==> src/rtl/fifo_rd_ctrl_if.sv <==
// Read-side port bundle of the async FIFO: consumer request, synchronizer
// input from the write domain and all read-domain status outputs.
interface fifo_rd_ctrl_if #(
  parameter int ADDR_WIDTH = 4
);
  logic                  rd_en_i;
  logic [ADDR_WIDTH:0]   wr_ptr_gray_i;
  logic [ADDR_WIDTH-1:0] rd_addr_o;
  logic [ADDR_WIDTH:0]   rd_ptr_gray_o;
  logic                  rd_valid_o;
  logic                  empty_o;
  logic [ADDR_WIDTH:0]   rd_level_o;
  logic                  underflow_o;

  // Consumer / write-domain side: drives requests and the foreign pointer
  modport master (
    output rd_en_i,
    output wr_ptr_gray_i,
    input  rd_addr_o,
    input  rd_ptr_gray_o,
    input  rd_valid_o,
    input  empty_o,
    input  rd_level_o,
    input  underflow_o
  );

  // Read controller side
  modport slave (
    input  rd_en_i,
    input  wr_ptr_gray_i,
    output rd_addr_o,
    output rd_ptr_gray_o,
    output rd_valid_o,
    output empty_o,
    output rd_level_o,
    output underflow_o
  );
endinterface

==> src/rtl/fifo_rd_ctrl.sv <==
// Read-side pointer controller of an async FIFO (read clock domain).
// Synchronizes the write Gray pointer, keeps the binary/Gray read pointer
// and produces registered empty, read-valid, fill level and underflow.
module fifo_rd_ctrl #(
  parameter int ADDR_WIDTH  = 4,
  parameter int SYNC_STAGES = 2
) (
  input logic            clk_i,
  input logic            rst_i,
  fifo_rd_ctrl_if.slave  bus
);

  localparam int PTR_WIDTH = ADDR_WIDTH + 1;

  logic [PTR_WIDTH-1:0] sync_reg [SYNC_STAGES];
  logic [PTR_WIDTH-1:0] wr_gray_s;
  logic [PTR_WIDTH-1:0] wr_bin_s;

  logic [PTR_WIDTH-1:0] rd_bin_reg;
  logic [PTR_WIDTH-1:0] rd_bin_next;
  logic [PTR_WIDTH-1:0] rd_gray_next;
  logic [PTR_WIDTH-1:0] rd_gray_reg;
  logic [PTR_WIDTH-1:0] rd_level_reg;
  logic                 empty_reg;
  logic                 rd_valid_reg;
  logic                 underflow_reg;
  logic                 rd_acc;

  // Multi-flop synchronizer for the asynchronous write Gray pointer
  always_ff @(posedge clk_i) begin
    if (rst_i) begin
      for (int i = 0; i < SYNC_STAGES; i++) sync_reg[i] <= '0;
    end else begin
      sync_reg[0] <= bus.wr_ptr_gray_i;
      for (int i = 1; i < SYNC_STAGES; i++) sync_reg[i] <= sync_reg[i-1];
    end
  end

  assign wr_gray_s = sync_reg[SYNC_STAGES-1];

  // Gray to binary: each binary bit is the XOR of all Gray bits at or above it
  generate
    for (genvar gi = 0; gi < PTR_WIDTH; gi++) begin : g_gray2bin
      assign wr_bin_s[gi] = ^wr_gray_s[PTR_WIDTH-1:gi];
    end
  endgenerate

  // A request is only honoured while the registered flag says data is present
  assign rd_acc       = bus.rd_en_i & ~empty_reg;
  assign rd_bin_next  = rd_bin_reg + {{(PTR_WIDTH-1){1'b0}}, rd_acc};
  assign rd_gray_next = rd_bin_next ^ (rd_bin_next >> 1);

  // Pointer, flag and level registers; empty compares the post-read pointer
  // against the synchronized write pointer so it can only be pessimistic
  always_ff @(posedge clk_i) begin
    if (rst_i) begin
      rd_bin_reg    <= '0;
      rd_gray_reg   <= '0;
      empty_reg     <= 1'b1;
      rd_valid_reg  <= 1'b0;
      rd_level_reg  <= '0;
      underflow_reg <= 1'b0;
    end else begin
      rd_bin_reg    <= rd_bin_next;
      rd_gray_reg   <= rd_gray_next;
      empty_reg     <= (rd_gray_next == wr_gray_s);
      rd_valid_reg  <= rd_acc;
      rd_level_reg  <= wr_bin_s - rd_bin_next;
      underflow_reg <= bus.rd_en_i & empty_reg;
    end
  end

  assign bus.rd_addr_o     = rd_bin_reg[ADDR_WIDTH-1:0];
  assign bus.rd_ptr_gray_o = rd_gray_reg;
  assign bus.rd_valid_o    = rd_valid_reg;
  assign bus.empty_o       = empty_reg;
  assign bus.rd_level_o    = rd_level_reg;
  assign bus.underflow_o   = underflow_reg;

endmodule

==> src/flat_wrapper.sv <==
// flat-port wrapper written by rule: the top's interface ports become plain ports
module fifo_rd_ctrl_flat 
#(
  parameter int ADDR_WIDTH  = 4,
  parameter int SYNC_STAGES = 2
)
  (clk_i, rst_i, bus_rd_en_i, bus_wr_ptr_gray_i, bus_rd_addr_o, bus_rd_ptr_gray_o, bus_rd_valid_o, bus_empty_o, bus_rd_level_o, bus_underflow_o);
  fifo_rd_ctrl_if #(.ADDR_WIDTH(ADDR_WIDTH)) bus_i ();
  input logic clk_i;
  input logic rst_i;
  input wire logic [$bits(bus_i.rd_en_i)-1:0] bus_rd_en_i;
  input wire logic [$bits(bus_i.wr_ptr_gray_i)-1:0] bus_wr_ptr_gray_i;
  output wire logic [$bits(bus_i.rd_addr_o)-1:0] bus_rd_addr_o;
  output wire logic [$bits(bus_i.rd_ptr_gray_o)-1:0] bus_rd_ptr_gray_o;
  output wire logic [$bits(bus_i.rd_valid_o)-1:0] bus_rd_valid_o;
  output wire logic [$bits(bus_i.empty_o)-1:0] bus_empty_o;
  output wire logic [$bits(bus_i.rd_level_o)-1:0] bus_rd_level_o;
  output wire logic [$bits(bus_i.underflow_o)-1:0] bus_underflow_o;
  assign bus_i.rd_en_i = bus_rd_en_i;
  assign bus_i.wr_ptr_gray_i = bus_wr_ptr_gray_i;
  assign bus_rd_addr_o = bus_i.rd_addr_o;
  assign bus_rd_ptr_gray_o = bus_i.rd_ptr_gray_o;
  assign bus_rd_valid_o = bus_i.rd_valid_o;
  assign bus_empty_o = bus_i.empty_o;
  assign bus_rd_level_o = bus_i.rd_level_o;
  assign bus_underflow_o = bus_i.underflow_o;
  fifo_rd_ctrl #(.ADDR_WIDTH(ADDR_WIDTH), .SYNC_STAGES(SYNC_STAGES)) u_core (.clk_i(clk_i), .rst_i(rst_i), .bus(bus_i));
endmodule
==> config.mk <==
export PLATFORM = sky130hd
export DESIGN_NAME = fifo_rd_ctrl_flat
export DESIGN_NICKNAME = d
export VERILOG_FILES = /design/src/rtl/fifo_rd_ctrl_if.sv /design/src/rtl/fifo_rd_ctrl.sv /design/src/flat_wrapper.sv
export SDC_FILE = /design/constraint.sdc
export NUM_CORES = 1
export LEC_CHECK = 0
export BUFFER_PORTS_ARGS = -buffer_cell sky130_fd_sc_hd__buf_2
export CORE_MARGIN = 8
export CORE_UTILIZATION = 47
export DETAILED_ROUTE_END_ITERATION = 8
export PLACE_DENSITY = 0.76
export SLEW_MARGIN = 20
export SYNTH_ARGS = -nofsm -noshare
export SYNTH_HDL_FRONTEND = slang
export SYNTH_SLANG_ARGS = --single-unit
==> constraint.sdc <==
create_clock -name clk_i -period 2.5 [get_ports clk_i]
set_clock_uncertainty 0.1 [all_clocks]
set_input_delay 0.5 -clock clk_i [delete_from_list [all_inputs] [get_ports clk_i]]
set_output_delay 0.5 -clock clk_i [all_outputs]
set_load 0.02 [all_outputs]
### Word-level counts from Yosys, hierarchy flattened

Memory sizes are Yosys's and may differ from the RTL's.
Cells that the tools add are included.

| storage, ports and cells | value |
|---|---|
| flip-flop bits (word level) | 18 |
| bits in writable memories | 10 |
| memories | 1 |

| cells by class | value |
|---|---|
| add/sub/neg operators | 2 |
| equal/unequal tests | 1 |
| muxes and demuxes | 5 |
| bitwise operators | 6 |
| reductions and logical operators | 4 |

Memory list:

| memory | words | bits a word | read ports | clocked after memory_dff | write ports | RTL line | text |
|---|---|---|---|---|---|---|---|
| u_core.sync_reg | 2 | 5 | 2 | 0 | 2 | fifo_rd_ctrl.sv:15 | `logic [PTR_WIDTH-1:0] sync_reg [SYNC_STAGES];` |

Operators with widths:

| kind | number |
|---|---|
| $mux 5 | 2 |
| $add 5x1->5 | 1 |
| $eq 5x5->1 | 1 |
| $reduce_xor 5->1 | 1 |
| $sub 5x5->5 | 1 |
| $xor 5x4->5 | 1 |
| $reduce_xor 4->1 | 1 |
| $mux 1 | 3 |
| $reduce_xor 3->1 | 1 |
| $and 1x1->1 | 2 |
| $or 1x1->1 | 2 |
| $reduce_xor 2->1 | 1 |
| $not 1->1 | 1 |

### Longest topological paths before layout

| depth | value |
|---|---|
| depth in word-level cells | 5 |
| gate-level depth with buffers | 10 |
| gate-level depth less buffers | 10 |

### Worst setup path before layout

No wires, ideal clock.

| timing | value |
|---|---|
| path kind | input port to flip-flop |
| start | input bus_rd_en_i |
| end | register u_core.rd_level_reg[4] (netlist: u_core.bus.rd_level_o[4]) |
| arrival | 2,480 ps |
| slack | -208 ps |
| stages on the path | 10 |
| buffers on the path | 1 |
| cell sequence | nor2b_4 and2_1 ha_1 clkbuf_1 inv_1 fa_1 maj3_2 a21oi_2 xnor2_1 nor2_1 |

| on the way | value |
|---|---|
| word-level cells in the longest chain between the ends | 3 |

Ends and longest elaborated chain:

| element | RTL line | text |
|---|---|---|
| from (decl) | flat_wrapper.sv:11 | `input wire logic [$bits(bus_i.rd_en_i)-1:0] bus_rd_en_i;` |
| $and 1x1->1 | fifo_rd_ctrl.sv:49 | `assign rd_acc = bus.rd_en_i & ~empty_reg;` |
| $add 5x1->5 | fifo_rd_ctrl.sv:50 | `assign rd_bin_next = rd_bin_reg + {{(PTR_WIDTH-1){1'b0}}, rd_acc};` |
| named net u_core.rd_bin_next[1] | fifo_rd_ctrl.sv:20 | `logic [PTR_WIDTH-1:0] rd_bin_next;` |
| $sub 5x5->5 | fifo_rd_ctrl.sv:68 | `rd_level_reg <= wr_bin_s - rd_bin_next;` |
| to (signal assigned) | fifo_rd_ctrl.sv:68 |  |
| to (decl) | fifo_rd_ctrl.sv:23 | `logic [PTR_WIDTH-1:0] rd_level_reg;` |

The timed path passes the listed nets, and every way through them passes these cells.
A chain may end at the register's enable or synchronous reset.

==> out/summary.txt <==
Fmax: 0.395 GHz
Final setup violation count: 1
Combinational group share of total power: 24.6%
Crit-path slowest cell: xor3_1
Violated checks: setup timing
Worst Hold Margin: 0.257 ns
Largest net degree at the start of global routing: 28
Fin. max-slew vios: 0
Final critical-path share of the clock period: 101%
Die W: 65.7 microns
Dpl hpwl: 1580 microns
Wire length per cell: 12.3 microns
Routed wire length on met3: 129 microns
Routed Antenna Nets: 0
DR vias/cell: 4.51
Drc violations: 0
Met2 wire length: 1040 microns
Final Power: 901 uW
Via count: 762
Tmin final: 2.53 ns
Yosys warns: 0
Syn_nets: 115
CP max stage delay: 0.45 ns
Commonest non-fill, non-tap cell in the layout: dfxtp_1
Max Used Layer: met4
Net Sw Frac: 29.7%
PnR worst setup slack: -0.0313 ns
Gr usage total: 11.0%
FILL cells: 206
Part of the power in the clock network: 22.2%
Status: finished, violations left
Fin. Hold Viols: 0
Worst Setup Start Kind: flop
P&R area growth vs syn: 24.7%
Clock sinks: 27
Yosys reg bits: 27
Cells after Synth: 102
Post-Syn Area: 1160 sq um
Top Ports: 25
CP endpoint kind: flop
H-tree levels: 1
Most common cell on crit path: xnor2_1
Critical path data arrival time: 2.67 ns
Drt initial violations: 9
CTS Buf Count: 3
Wire length on met1: 839 microns
Max-Cap Viols: 0
WP buf/inv: 1
Worst-path fanout max: 2
Total gr overflow: 0
Vias in the first global route: 855
Hold buffer count at CTS: 0
CTS tree: yes
Crit path kind: flop to flop
Site Rows: 18
Share of cells above drive strength 1: 38.1%
Area occupied by multi-input gates: 616 sq um
Core box area: 2410 sq um
Max reg flops: 10
RePlAce Congestion: 0.824
Power per standard cell area: 622 nW/um^2
Max_slew headroom: 68.7%
Root Driver: clkbuf_4
Starting density of the core: 48.2%
Cell Chain, Critical Path: xor3_1, xor2_2, xnor2_1, ha_1, inv_1, fa_2, maj3_2, a21oi_2, xnor2_1, nor2_1
Post-Syn Area per Cell: 11.4 sq um
Setup repair after global routing missed its margin: true
NetSw: 268 uW
Leakage power: 0.000694 uW
Worst hold path class: primary input to flop
First-pass GRT wire length: 3610 microns
Final wirelength: 2070 microns
Data required time of the worst path: 2.64 ns
Cell family with most CP delay: XOR/XNOR gates
Ant. Diodes: 0
Unique cell type count in the Yosys netlist: 24
Commonest non-fill, non-tap cells in the layout: 25 x dfxtp_1, 24 x buf_2, 15 x nor2_1
Antenna violations before repair: 0
# port buffers: 24
VDD IR max: 0.000465 V
Die Area: 4320 sq um
Die Span Y: 65.7 microns
Seq pwr share: 53.2%
Slew of the pin with the lowest slew margin: 0.467 ns
Clock Path Buffers: 2
Sequential-to-total area share from yosys stat: 46.6%
Initial DRT Pass Iterations: 4
Register area: 543 sq um
Layout Nets: 153
Clk_lat worst skew: 0.34 ns
Clk slew on worst S/H paths: 0.15 ns
Internal: 633 uW
[cell usage after synthesis]
| cell | number | area share (%) |
|---|---|---|
| dfxtp_1 | 27 | 47 |
| nor2_1 | 15 | 4.8 |
| nor2b_1 | 13 | 7.0 |
| xnor2_1 | 10 | 7.5 |
| xor2_1 | 7 | 5.3 |
| ha_1 | 4 | 4.3 |
| clkbuf_1 | 3 | 0.97 |
| inv_1 | 3 | 0.97 |
| and2_1 | 2 | 1.1 |
| maj3_2 | 2 | 1.9 |
| nor3_1 | 2 | 0.86 |
| xnor3_1 | 2 | 3.9 |
| a21oi_1 | 1 | 0.43 |
| a21oi_2 | 1 | 0.75 |
| a41o_1 | 1 | 0.86 |
| fa_1 | 1 | 1.7 |
| nand2_1 | 1 | 0.32 |
| nand3_1 | 1 | 0.43 |
| nand4_4 | 1 | 1.8 |
| nor2b_4 | 1 | 1.2 |
| xnor2_2 | 1 | 1.4 |
| xor2_2 | 1 | 1.4 |
| xor2_4 | 1 | 2.4 |
| xor3_1 | 1 | 2.0 |
[per-stage QoR]
| step | setup slack (ns) | cell area (sq um) | std cells | utilization, % | TNS [ns] |
|---|---|---|---|---|---|
| floorplan | -0.0501 | 1170 | 102 | - | -0.0501 |
| global placement | -0.0184 | 1390 | 163 | 57.8 | -0.0184 |
| detailed placement | -0.0840 | 1390 | 163 | 57.8 | -0.0840 |
| CTS | -0.0929 | 1430 | 168 | 59.4 | -0.0929 |
| global route | -0.120 | 1450 | 169 | 60.1 | -0.145 |
| finish | -0.0313 | 1450 | 169 | 60.1 | -0.0313 |
[power groups by stage]
stage,logic (uW),clock network (uW),registers (uW)
2_1_floorplan,113,0,523
3_3_place_gp,214,0,487
3_5_place_dp,218,0,489
4_1_cts,220,205,479
5_1_grt,246,219,482
6_report,222,200,479
[kinds of logic after synthesis]
kind of cell | synth area share [%]
AO/OA/AOI/OAI | 2.05
XOR/XNOR | 23.9
adder cells (fa/ha/maj) | 7.97
buffers and inverters | 1.94
flip-flops | 46.6
AND/OR/NAND/NOR | 17.6
[final cells by class]
class	count	share of cell area (%)
inverter	3	0.778
tap	30	2.59
timing repair buffer	36	14.5
multi-input combinational	69	42.5
sequential	27	37.5
clock inverter	1	0.519
clock buffer	3	1.56
[what timing repair did]
action / CTS / global route
endpoints found under the setup margin: 1 / 2
pin swaps: 2 / 2
buffers inserted: 1 / 1
endpoints found under the hold margin: 0 / 0
gates resized for setup: 1 / 1
[path summary, 6_finish.rpt]
check        cells after the start  slack [ns]                             start                                   to
max                             10       -0.03  u_core.sync_reg[0][7]$_SDFF_PP0_  u_core.bus.rd_level_o[4]$_SDFF_PP0_
min                              2        0.26              bus_wr_ptr_gray_i[4]     u_core.sync_reg[0][4]$_SDFF_PP0_
min reg2reg                      1        0.35  u_core.sync_reg[0][4]$_SDFF_PP0_     u_core.sync_reg[0][9]$_SDFF_PP0_
max reg2reg                     10       -0.03  u_core.sync_reg[0][7]$_SDFF_PP0_  u_core.bus.rd_level_o[4]$_SDFF_PP0_
[metal layers]
layer	GRT usage (%)	vias to the layer above
met1	10.7	348
met3	3.40	4
met4	8.99	0
met2	18.8	19
li1	-	391
met5	0	-
Note: power is estimated with default switching activity, not from simulation.
